`config.mk`:
```
export PLATFORM = sky130hd
export DESIGN_NAME = per_handshake_rx
export DESIGN_NICKNAME = d
export VERILOG_FILES = /design/src/rtl/per_handshake_rx.sv
export SDC_FILE = /design/constraint.sdc
export NUM_CORES = 1
export LEC_CHECK = 0
export ABC_AREA = 1
export CAP_MARGIN = 15
export CORE_MARGIN = 2
export CORE_UTILIZATION = 30
export CTS_CLUSTER_DIAMETER = 200
export CTS_CLUSTER_SIZE = 12
export DETAILED_ROUTE_END_ITERATION = 10
export PLACE_DENSITY = 0.6
export SLEW_MARGIN = 20
export SYNTH_ARGS = -nofsm -noshare
export SYNTH_HDL_FRONTEND = slang
export SYNTH_SLANG_ARGS = --single-unit
```
`constraint.sdc`:
```
create_clock -name per_clk -period 1.9 [get_ports per_clk]
set_clock_uncertainty 0.1 [all_clocks]
set_input_delay 0.38 -clock per_clk [delete_from_list [all_inputs] [get_ports per_clk]]
set_output_delay 0.38 -clock per_clk [all_outputs]
set_load 0.05 [all_outputs]
```
`src/rtl/per_handshake_rx.sv`:
```
// Peripheral-side four-phase send/ack receiver feeding a first-word-fall-through FIFO.
// per_ack is withheld while the FIFO is full, which stalls the sender.
module per_handshake_rx #(
   parameter int unsigned DATA_W = 4,
   parameter int unsigned DEPTH  = 4,
   parameter int unsigned CNT_W  = $clog2(DEPTH + 1)
) (
   input  logic              per_clk,
   input  logic              per_rst,
   input  logic              per_send,
   input  logic [DATA_W-1:0] in_per_dados,
   output logic              per_ack,
   input  logic              rd_en,
   output logic [DATA_W-1:0] rd_data,
   output logic              rd_valid,
   output logic              full,
   output logic [CNT_W-1:0]  count,
   output logic              rd_underflow,
   input  logic              err_clr
);

   localparam int unsigned PTR_W = $clog2(DEPTH);

   typedef enum logic {IDLE, ACK} state_t;

   state_t            state;
   logic [DATA_W-1:0] mem [DEPTH];
   logic [PTR_W-1:0]  wr_ptr;
   logic [PTR_W-1:0]  rd_ptr;
   logic              capture;
   logic              pop;

   // Acceptance uses the registered full, so a same-cycle pop never admits a write.
   always_comb begin
      full     = (count == CNT_W'(DEPTH));
      rd_valid = (count != '0);
      capture  = (state == IDLE) && per_send && !full;
      pop      = rd_en && rd_valid;
      rd_data  = rd_valid ? mem[rd_ptr] : '0;
   end

   always_ff @(posedge per_clk or negedge per_rst) begin
      if (!per_rst) begin
         state   <= IDLE;
         per_ack <= 1'b0;
      end else begin
         case (state)
            IDLE: begin
               if (capture) begin
                  state   <= ACK;
                  per_ack <= 1'b1;
               end
            end
            ACK: begin
               if (!per_send) begin
                  state   <= IDLE;
                  per_ack <= 1'b0;
               end
            end
            default: begin
               state   <= IDLE;
               per_ack <= 1'b0;
            end
         endcase
      end
   end

   always_ff @(posedge per_clk or negedge per_rst) begin
      if (!per_rst) begin
         wr_ptr <= '0;
         rd_ptr <= '0;
         count  <= '0;
      end else begin
         if (capture) wr_ptr <= wr_ptr + PTR_W'(1);
         if (pop)     rd_ptr <= rd_ptr + PTR_W'(1);
         case ({capture, pop})
            2'b10:   count <= count + CNT_W'(1);
            2'b01:   count <= count - CNT_W'(1);
            default: count <= count;
         endcase
      end
   end

   always_ff @(posedge per_clk) begin
      if (capture) mem[wr_ptr] <= in_per_dados;
   end

   // A new underflow takes priority over a same-cycle clear.
   always_ff @(posedge per_clk or negedge per_rst) begin
      if (!per_rst)              rd_underflow <= 1'b0;
      else if (rd_en && !rd_valid) rd_underflow <= 1'b1;
      else if (err_clr)          rd_underflow <= 1'b0;
   end

endmodule

```
---- Yosys cells after proc, flatten, opt, wreduce, memory -nomap -nowiden ----
Memories as Yosys holds them, arrays and structs flattened.
Cells that the tools add are included.
storage, ports and cells
  flip-flop bits (word level) ............. 10
  bits in latches ......................... 0
  RAM bits ................................ 16
  ROM bits ................................ 0
  bits of input ports ..................... 9
  output and inout port bits .............. 11
  word-level logic and storage cells ...... 38
  memories ................................ 1
memory list
  memory  depth  bits a word  rd ports  clocked after Yosys merged registers in  wr ports  line  source
  mem     4      4            1         0                                        1         27    logic [DATA_W-1:0] mem [DEPTH];
cells by class
  add/sub/neg operators ................... 4
  multiply operators ...................... 0
  div/mod/pow operators ................... 0
  $lt $le $gt $ge ......................... 0
  eq/ne operators ......................... 5
  shift-type cells ........................ 0
  mux-type cells .......................... 11
  bitwise operators ....................... 1
  reduce and logical (&&, ||, !) cells .... 10
operators with widths
  kind                 count
  $mux 1               7
  $pmux 3 s2           1
  $add 2x1->2 const B  2
  $logic_and 1x1->1    4
  $mux 4               1
  $ne 2x2->1 const B   2
  $pmux 1 s2           2
  $reduce_bool 2->1    2
  $add 3x1->3 const B  1
  $eq 3x3->1 const B   1
  $reduce_bool 3->1    1
  $sub 3x1->3 const B  1
  $eq 2x1->1 const B   1
  $eq 2x2->1 const B   1
  $logic_not 1->1      2
  $reduce_and 2->1     1
  $not 1->1            1

---- Logic depth before layout (Yosys ltp) ----
  word-level depth ........................ 5
  depth in mapped cells ................... 12
  gate-level depth less buffers ........... 12

---- Worst setup path after synthesis ----
No wires, ideal clock.
  kind .................................... register -> output
  from .................................... reg count[2]
  to ...................................... out rd_data[0]
  arrival ................................. 1.947 ns
  data required time ...................... 1.420 ns
  path slack .............................. -0.527 ns
  stages on the path, launching flop included .. 5
  path buffers ............................ 0
  cells stage by stage .................... dfrtp_1 -> inv_1 -> nand3_2 -> inv_2 -> a21oi_1
between the ends
  longest elaborated chain between the ends .. 2
ends and longest elaborated chain
  element                   line  source
  start: declaration        17    output logic [CNT_W-1:0] count,
  start signal: assignment  77    2'b10: count <= count + CNT_W'(1);
  start signal: assignment  78    2'b01: count <= count - CNT_W'(1);
  start signal: assignment  79    default: count <= count;
  $reduce_bool 3->1         36    rd_valid = (count != '0);
  net rd_valid              15    output logic rd_valid,
  $mux 4                    39    rd_data = rd_valid ? mem[rd_ptr] : '0;
  end: declaration          14    output logic [DATA_W-1:0] rd_data,
The timed path passes the listed nets, and every way through them passes these cells.

---- Worst setup path in the final report ----
  from .................................... reg rd_ptr[0]
  to ...................................... out rd_data[2]
between the ends
  longest elaborated chain between the ends .. 2
ends and longest elaborated chain
  element                   line  source
  start: declaration        29    logic [PTR_W-1:0] rd_ptr;
  start signal: assignment  75    if (pop) rd_ptr <= rd_ptr + PTR_W'(1);
  $mem_v2 4x4               -
  $mux 4                    39
No other way between the ends.

==> results.txt <==
The floorplan step set the die height to 69.2 microns. The min-delay analysis places its worst path in the category in -> async. Category of the worst setup path capture point: an output pin.

Relative to the synthesized area, the layout overhead comes to 39.6%. Fill cells in the final layout number 372. The final wirelength is 2300 microns, and the number of DRC violations after detailed routing is 0.

Highest fanout seen on the critical path: 5. The clock period could shrink to 1840 ps. In this run the horizontal extent of the chip is 69.2 microns.

The count of clock tree sinks was 26; the row count was 23. The repair_antennas step left the layout with diodes totalling 0. For flop-to-flop paths, the worst setup slack is 150 ps. The run gives 10.4% as the combined global-route utilization of all metal layers. The run gives 0 as the overall overflow remaining after global route. The first global-routing pass estimated 4010 microns of wire. The logs give 0 for the count of final setup violators and 2 for the number of buffers on the longest clock path. The startpoint identified for the worst register-to-register timing path is count[1]. Setup repair after global routing left no endpoint under its margin.

The average wire length per cell after detail routing is 10.7 microns, and the fraction of final layout cells with drive strength greater than 1 is 30.3%. The category of the most critical setup path is reg -> out. The congestion estimate from routability-driven global placement came to 0.804. In this run the tool buffered the top-level ports with 19 buffer cells.

The final-report hold violation count is 0. In this run the count of I/O pins placed on the die edge is 20. STA classifies the critical path startpoint as a register. TritonCTS built the clock tree. The slack of the critical path was 62.8 ps; the ratio of routed vias to standard cells was 4.22.

The via count of the first global-routing pass came out at 895. The deepest level of the CTS H-tree is 1. The endpoint identified for the worst register-to-register timing path is count[2]. For the total number of yosys warnings, the log shows 0.

The logs give 31.4% for the initial core utilization and 0.000480 V for the worst voltage drop across the vdd grid. The logs give 0.00178 sq mm for the post-route standard cell area excluding fillers and 181 for the count of nets after finishing. The logs give 70.4% for the relative slew slack and 0.00167 sq mm for the total cell area at the placement stage. STA puts the critical path data arrival time at 1360 ps. The logs give 4 for the total iterations of the first detailed-routing run and 3 for the CTS buffer count. The logs give 0 for the final count of pins violating max slew and 737 sq um for the sequential cell area. The flow ran to the end, and the final reports show no timing, DRC or antenna violations.

The multi-input combinational cells in the finished layout cover a total of 448 sq um. The number of antenna violations at the first check in global routing is 0, and the synthesized netlist net count is 149. The top achievable clock speed was 544 MHz. The floorplan step defined a core boundary enclosing 0.00406 sq mm. Number of DRC violations after detailed-routing iteration 0: 39. For the pin with the worst max-slew slack, the measured transition is 443 ps.

The logs give 1840 microns for the HPWL after detailed placement and 20 for the number of distinct library cells after synthesis. The die covers 0.00478 sq mm. For the worst flop-to-flop path, the logic depth is 10.

The clock-pin slew of the registers on the worst-case setup and hold paths was 90 ps. OpenSTA, run right after detailed placement, puts the worst setup slack at -153 ps. The cell count after synthesis is 134. The final non-filler cell total came out at 215. The logs give 0.00127 sq mm for the netlist area before placement and 0.829 nW for the static leakage power. The power per standard cell area is 1860 mW/mm^2, and the number of max-cap violations is 0.

The required time reported for the critical path endpoint was 1420 ps; the maximum number of pins on one net before global-route repair was 16. Summing the sequential cell areas from Yosys gives 57.4% of the chip area. At the end of the flow the core is filled with cells to 43.8%.

The synthesized design contains 26 register bits. The tools report the cell total after placement as 209. The clock latency of the later-clocked register in the worst-skew pair came out at 270 ps.

The tree is rooted in a sky130_fd_sc_hd__clkbuf_8. The final period utilization is 96.7%. Across all layers, the routed design uses 908 vias. The average cell area after synthesis came out at 9.51 sq um.

The post-route antenna net violation count is 0.
==> power breakdown <==
part / switching, W / internal [W] / leakage (nW) / total, W
Sequential: 0.000136 / 0.000773 / 0.262 / 0.000909
Clock: 0.000172 / 0.000229 / 0.0339 / 0.000401
Combinational: 0.00116 / 0.000832 / 0.534 / 0.00199
Total: 0.00147 / 0.00183 / 0.829 / 0.00330
==> worst max-delay path, cell delays in order, from the launching register on <==
cell and delay, ps:
sky130_fd_sc_hd__dfrtp_2 450, sky130_fd_sc_hd__buf_6 140, sky130_fd_sc_hd__nand2_1 60, sky130_fd_sc_hd__nand3_1 90, sky130_fd_sc_hd__a21oi_2 200, sky130_fd_sc_hd__buf_12 150
==> final cells by class <==
cell class	instances	share of cell area, %
clock buffers	4	3.73
multi-input cells	69	25.2
flip-flops and latches	26	41.4
repair buffers	29	18.0
well taps	50	3.52
inverters	37	8.09
==> routing by layer <==
| metal | track usage [%] | wire length (microns) | up-vias |
|---|---|---|---|
| met5 | 0 | 0 | - |
| met4 | 5.23 | 48 | 0 |
| met3 | 1.46 | 51 | 4 |
| met2 | 18.4 | 1190 | 14 |
| met1 | 12.2 | 1010 | 419 |
| li1 | - | - | 471 |
==> worst max-delay path by stage <==
stage                    from    endpoint  slack [ps]  depth (start not counted)
floorplan            count[0]    count[1]         -30                          8
global placement     per_send    count[1]        -120                          8
CTS                 rd_ptr[0]  rd_data[1]          20                          5
detailed placement   per_send    count[1]        -150                          8
finish              rd_ptr[0]  rd_data[2]          60                          5
global route        rd_ptr[0]  rd_data[2]           2                          5
==> through the flow <==
| step | setup TNS [ps] | hold slack [ps] | total power [W] |
|---|---|---|---|
| after floorplan | -30.0 | -15.6 | 0.00213 |
| after global placement | -340 | 405 | 0.00279 |
| after detailed placement | -683 | 404 | 0.00284 |
| after CTS | 0 | 323 | 0.00324 |
| after global routing | 0 | 355 | 0.00350 |
| final | 0 | 309 | 0.00330 |
==> what timing repair did <==
item                                    CTS  global route
endpoints found under the setup margin    4             4
hold buffers                              0             0
pin swaps                                 0             4
buffers inserted                          0             2
resized for setup                         1             8
==> cell usage in the layout, fill, tap and decap left out, drive strengths merged <==
cell type	n
inv	37
nand2	31
buf	21
edfxtp	16
nand3	14
dfrtp	10
clkdlybuf4s50	8
nor2	6
ha	5
a21oi	5
clkbuf	4
o21ai	4
xnor2	2
nand4	1
fa	1
==> cells in the mapped netlist <==
library cell | count | area (sq um)
sky130_fd_sc_hd__o21ai_1 | 1 | 5.00
sky130_fd_sc_hd__xnor2_1 | 2 | 17.5
sky130_fd_sc_hd__nand2_4 | 1 | 11.3
sky130_fd_sc_hd__buf_6 | 1 | 11.3
sky130_fd_sc_hd__nand4_1 | 1 | 6.26
sky130_fd_sc_hd__o21ai_0 | 3 | 15.0
sky130_fd_sc_hd__nand2_2 | 1 | 6.26
sky130_fd_sc_hd__nand3_1 | 12 | 60.1
sky130_fd_sc_hd__nand3_2 | 2 | 20.0
sky130_fd_sc_hd__fa_1 | 1 | 20.0
sky130_fd_sc_hd__buf_2 | 1 | 5.00
sky130_fd_sc_hd__a21oi_1 | 5 | 25.0
sky130_fd_sc_hd__inv_1 | 33 | 124
sky130_fd_sc_hd__edfxtp_1 | 16 | 480
sky130_fd_sc_hd__nand2_1 | 29 | 109
sky130_fd_sc_hd__inv_2 | 4 | 15.0
sky130_fd_sc_hd__nor2_1 | 5 | 18.8
sky130_fd_sc_hd__ha_1 | 5 | 62.6
sky130_fd_sc_hd__nor2_4 | 1 | 11.3
sky130_fd_sc_hd__dfrtp_1 | 10 | 250
==> registers in the layout (all words and copies together) (netlist names) <==
signal	cells
wr_ptr	2
state	1
per_ack	1
rd_underflow	1
mem	16
count	3
rd_ptr	2
==> kinds of logic after synthesis <==
logic type,share of synthesized area [%]
AO/OA/AOI/OAI,3.54
XOR/XNOR,1.38
adder cells (fa/ha/maj),6.48
buffers and inverters,12.2
flip-flops,57.4
AND/OR/NAND/NOR,19.1
Power figures use the tool's default switching activity.
==> edit 1: new RTL, same settings <==
Register the output `rd_underflow` once more, without a reset; this adds one clock of latency there. The other outputs are not delayed to match.
--- a/src/rtl/per_handshake_rx.sv
+++ b/src/rtl/per_handshake_rx.sv
@@ -24,2 +24,4 @@
    typedef enum logic {IDLE, ACK} state_t;
+
+   logic rd_underflow_s0;
 
@@ -89,5 +91,9 @@
    always_ff @(posedge per_clk or negedge per_rst) begin
-      if (!per_rst)              rd_underflow <= 1'b0;
-      else if (rd_en && !rd_valid) rd_underflow <= 1'b1;
-      else if (err_clr)          rd_underflow <= 1'b0;
+      if (!per_rst)              rd_underflow_s0 <= 1'b0;
+      else if (rd_en && !rd_valid) rd_underflow_s0 <= 1'b1;
+      else if (err_clr)          rd_underflow_s0 <= 1'b0;
+   end
+
+   always_ff @(posedge per_clk) begin
+      rd_underflow <= rd_underflow_s0;
    end
Function: changed (Yosys sat finds a counterexample within 4 cycles, from zero or initial values and one cycle with per_rst low).
==> edit 1 against the original RTL <==
  * Routed wire length rose by 3.9%
  * Sequential cell count grew 1
  * Total power fell by 2.0%
  * Maximum frequency grew 0.21%
  * First-iteration DRC count shrank 18%
  * Largest power group unchanged
  * Largest cell class unchanged
  * Final area about the same
  * Utilization fell by 0.34 points
  * Area after synthesis increased by 1.6%
  * Count of clock-buffer cells in the layout stayed put
  * Critical path type unchanged
  * Setup slack better by 0.0038 ns
  * Die area increased by 1.5%
==> edit 1: results (changes against the original RTL) <==
metric	value	unit	change
grt_pass1_vias	956		was 895
cts.htree.levels	1		unchanged
layout-drive-gt1-share	30.9	%	was 30.3%
whs_path_depth	0		
gr-usage-met3	1.45	%	was 1.46%
highest-signal-layer	met4		unchanged
syn-num-nets	150		was 149
antenna_found_initial	0		unchanged
post_drt_wl_per_cell	11.1	um	was 10.7 um
via_per_inst	4.28		was 4.22
drt_iter0_markers	32		was 39
worstMarginPinSlew	0.477	ns	was 0.443 ns
status	finished, final reports clean		unchanged
dpl.hpwl	1980	um	was 1840 um
drt-met1-wl	989	um	was 1010 um
gp_congestion	0.750		was 0.804
hold_class	flip-flop to flip-flop		was input pin to asynchronous set/reset pin
cp_max_fo	8		was 5
synth_cell_types	21		was 20
clock_power_share	9.5	%	was 12.1%
async_flop_share	37.0	%	was 38.5%
fillCellCount	390		was 372
use_met2	19.1	%	was 18.4%
synth_common_cells	inv_1 (33), nand2_1 (29), edfxtp_1 (16), nand3_1 (12), dfrtp_1 (10)		unchanged
synth-compound-area-share	3.48	%	was 3.54%
grt_use_total	10.2	%	was 10.4%
met2_wirelength	1320	um	was 1190 um
clock_latency	0.26	ns	
synth_xor_area_share	1.35	%	was 1.38%
vdd_drop_max	0.000846	V	was 0.000480 V
p_leak	0.826	nW	was 0.829 nW
power_density	1820	nW/um^2	was 1860 nW/um^2
synthMuxAreaShare	0	%	unchanged
grt_first_pass_wirelength	4090	um	was 4010 um
grt_max_degree	15		was 16
ys_top_cells_by_area	edfxtp_1 (37%), dfrtp_1 (19%), inv_1 (9.6%)		was edfxtp_1 (38%), dfrtp_1 (20%), inv_1 (9.7%)
ys_seq_area_share	58.0	%	was 57.4%
synth_fa_ha_area_share	6.38	%	was 6.48%
cpPeakStageDelay	0.45	ns	about the same
synth_warnings	0		unchanged
sequentialPower	0.954	mW	was 0.909 mW
grt_util_met1	12.2	%	about the same
swShare	45.0	%	was 44.5%
dr.pass1.iters	5		was 4
route.met3.wl	62	um	was 51 um
## edit 1: repair_timing
| action | 4_1_cts | 5_1_grt |
|---|---|---|
| setup endpoints to repair | 4 | 4 |
| setup buffers | 0 | 1 |
| gates resized for setup | 1 | 6 |
| pin swaps | 0 | 3 |
| endpoints found under the hold margin | 0 | 0 |
## edit 1: layout make-up
type	instances	area [sq um]	share of cell area (%)
clock buffer	4	45.0	2.54
sequential	27	757	42.6
inverter	37	144	8.10
tap	50	62.6	3.52
multi-input combinational	69	450	25.4
timing repair buffer	28	318	17.9
## edit 1: worst max-delay path, delay by kind of cell (launching register included)
kind,cells,cell delay [ns]
AO/OA/AOI/OAI,1,0.18
buffers and inverters,2,0.30
flip-flops,1,0.45
AND/OR/NAND/NOR,2,0.16
## edit 1: path summary, 6_finish.rpt
path                                             start                    end  slack [ns]
setup / recovery                 rd_ptr[0]$_DFFE_PN0P_             rd_data[1]        0.07
hold / removal             rd_underflow_s0$_DFFE_PN0P_   rd_underflow$_DFF_P_        0.27
setup reg to reg                  count[1]$_DFFE_PN0P_   count[2]$_DFFE_PN0P_        0.15
hold reg to reg            rd_underflow_s0$_DFFE_PN0P_   rd_underflow$_DFF_P_        0.27
max in group asynchronous                      per_rst  rd_ptr[1]$_DFFE_PN0P_        1.01
min in group asynchronous                      per_rst    per_ack$_DFFE_PN0P_        0.34
## edit 1: stage by stage
step                      utilization, %  area [sq um]  setup WS [ns]  std cells  hold WS [ns]
after floorplan                        -          1350        -0.0300        135       -0.0156
after CTS                           42.5          1740         0.0216        214         0.278
final                               43.5          1780         0.0666        215         0.275
after global routing                43.5          1780       -0.00402        215         0.281
after detailed placement            41.3          1690         -0.174        210         0.255
after global placement              41.3          1690         -0.111        210         0.253
==> edit 2: new RTL, same settings <==
Without the edit above. The parameter `DATA_W` goes from 4 to 6.
--- a/src/rtl/per_handshake_rx.sv
+++ b/src/rtl/per_handshake_rx.sv
@@ -3,3 +3,3 @@
 module per_handshake_rx #(
-   parameter int unsigned DATA_W = 4,
+   parameter int unsigned DATA_W = 6,
    parameter int unsigned DEPTH  = 4,
Ports: changed (resized in_per_dados and rd_data); port bits go from 20 to 24. No check against the original RTL was run, so the function may have changed too.
==> edit 2 against the original RTL <==
  * Via count rose by 27%
  * Final area rose by 32%
  * Cell count rose by 29%
  * Sequential cell count rose by 8
  * Maximum frequency fell by 1.2%
  * Total power rose by 32%
  * Setup slack got worse by 0.023 ns
  * Critical path type unchanged
  * Routed wire length rose by 30%
  * Area after synthesis rose by 24%
==> edit 2: results (changes against the original RTL) <==
metric	value	unit	change
p_switching	1.93	mW	was 1.47 mW
dpl.hpwl	2070	um	was 1840 um
gp_congestion	0.793		was 0.804
layout-drive-gt1-share	33.7	%	was 30.3%
cts.clk_slew.worst_paths	0.06	ns	was 0.09 ns
synth-compound-area-share	3.16	%	was 3.54%
worst_ep_arrival_time	1.38	ns	was 1.36 ns
grt_first_pass_wirelength	4900	um	was 4010 um
whs	0.318	ns	was 0.309 ns
crit_end	rd_data[5]		was rd_data[2]
worstMarginPinSlew	0.464	ns	was 0.443 ns
synthCells	163		was 134
cts.htree.levels	2		was 1
startpoint	count[0]$_DFFE_PN0P_		was rd_ptr[0]$_DFFE_PN0P_
io_buffers	23		was 19
grt_use_total	10.9	%	was 10.4%
post_drt_wl_per_cell	10.7	um	about the same
synth_cell_types	16		was 20
grt_util_met1	12.1	%	was 12.2%
post_dp_cell_area	2080	sq um	was 1670 sq um
worst_path_dominant_cell_family	buffers and inverters		was flip-flops
async_flop_share	29.4	%	was 38.5%
ys_top_cells_by_area	edfxtp_1 (46%), dfrtp_1 (16%), inv_1 (10%)		was edfxtp_1 (38%), dfrtp_1 (20%), inv_1 (9.7%)
place_inst	264		was 209
final_net_count	225		was 181
route.met3.wl	127	um	was 51 um
vdd_drop_max	0.000698	V	was 0.000480 V
cts_buffers	5		was 3
cp_max_fo	6		was 5
grt_max_degree	14		was 16
syn-num-nets	180		was 149
synth_fa_ha_area_share	5.22	%	was 6.48%
synth_xor_area_share	1.11	%	was 1.38%
cpPeakStageDelay	0.39	ns	was 0.45 ns
reg_top3	mem (24), count (3)		was mem (16), count (3)
drt_iter0_markers	33		was 39
ys_seq_area_share	61.4	%	was 57.4%
rrSetupSlack	0.08	ns	was 0.15 ns
status	finished, final reports clean		unchanged
met2_wirelength	1610	um	was 1190 um
use_met2	18.6	%	was 18.4%
-- edit 2: power by group through the flow --
stage	combinational, mW	clock, mW	sequential, mW
finish	2.78	0.477	1.11
global route	2.99	0.535	1.13
CTS	2.63	0.497	1.10
detailed placement	2.39	0	1.13
global placement	2.36	0	1.13
floorplan	1.29	0	1.29
-- edit 2: final cells by class --
type | count | area [sq um]
clock buffers | 5 | 68.8
clock inverters | 2 | 10.0
fillers | 484 | 2760
inverters | 43 | 173
multi-input cells | 83 | 576
flip-flops and latches | 34 | 976
well taps | 70 | 87.6
repair buffers | 41 | 453
-- edit 2: timing repair --
action,4_1_cts,5_1_grt
endpoints found under the setup margin,6,7
pin swaps,1,5
gates resized for setup,6,16
setup buffers,5,2
-- edit 2: logic make-up after synthesis --
family / after synthesis
adder cells (fa/ha/maj): 6
flip-flops: 34
buffers and inverters: 46
XOR/XNOR: 2
AND/OR/NAND/NOR: 65
AO/OA/AOI/OAI: 10
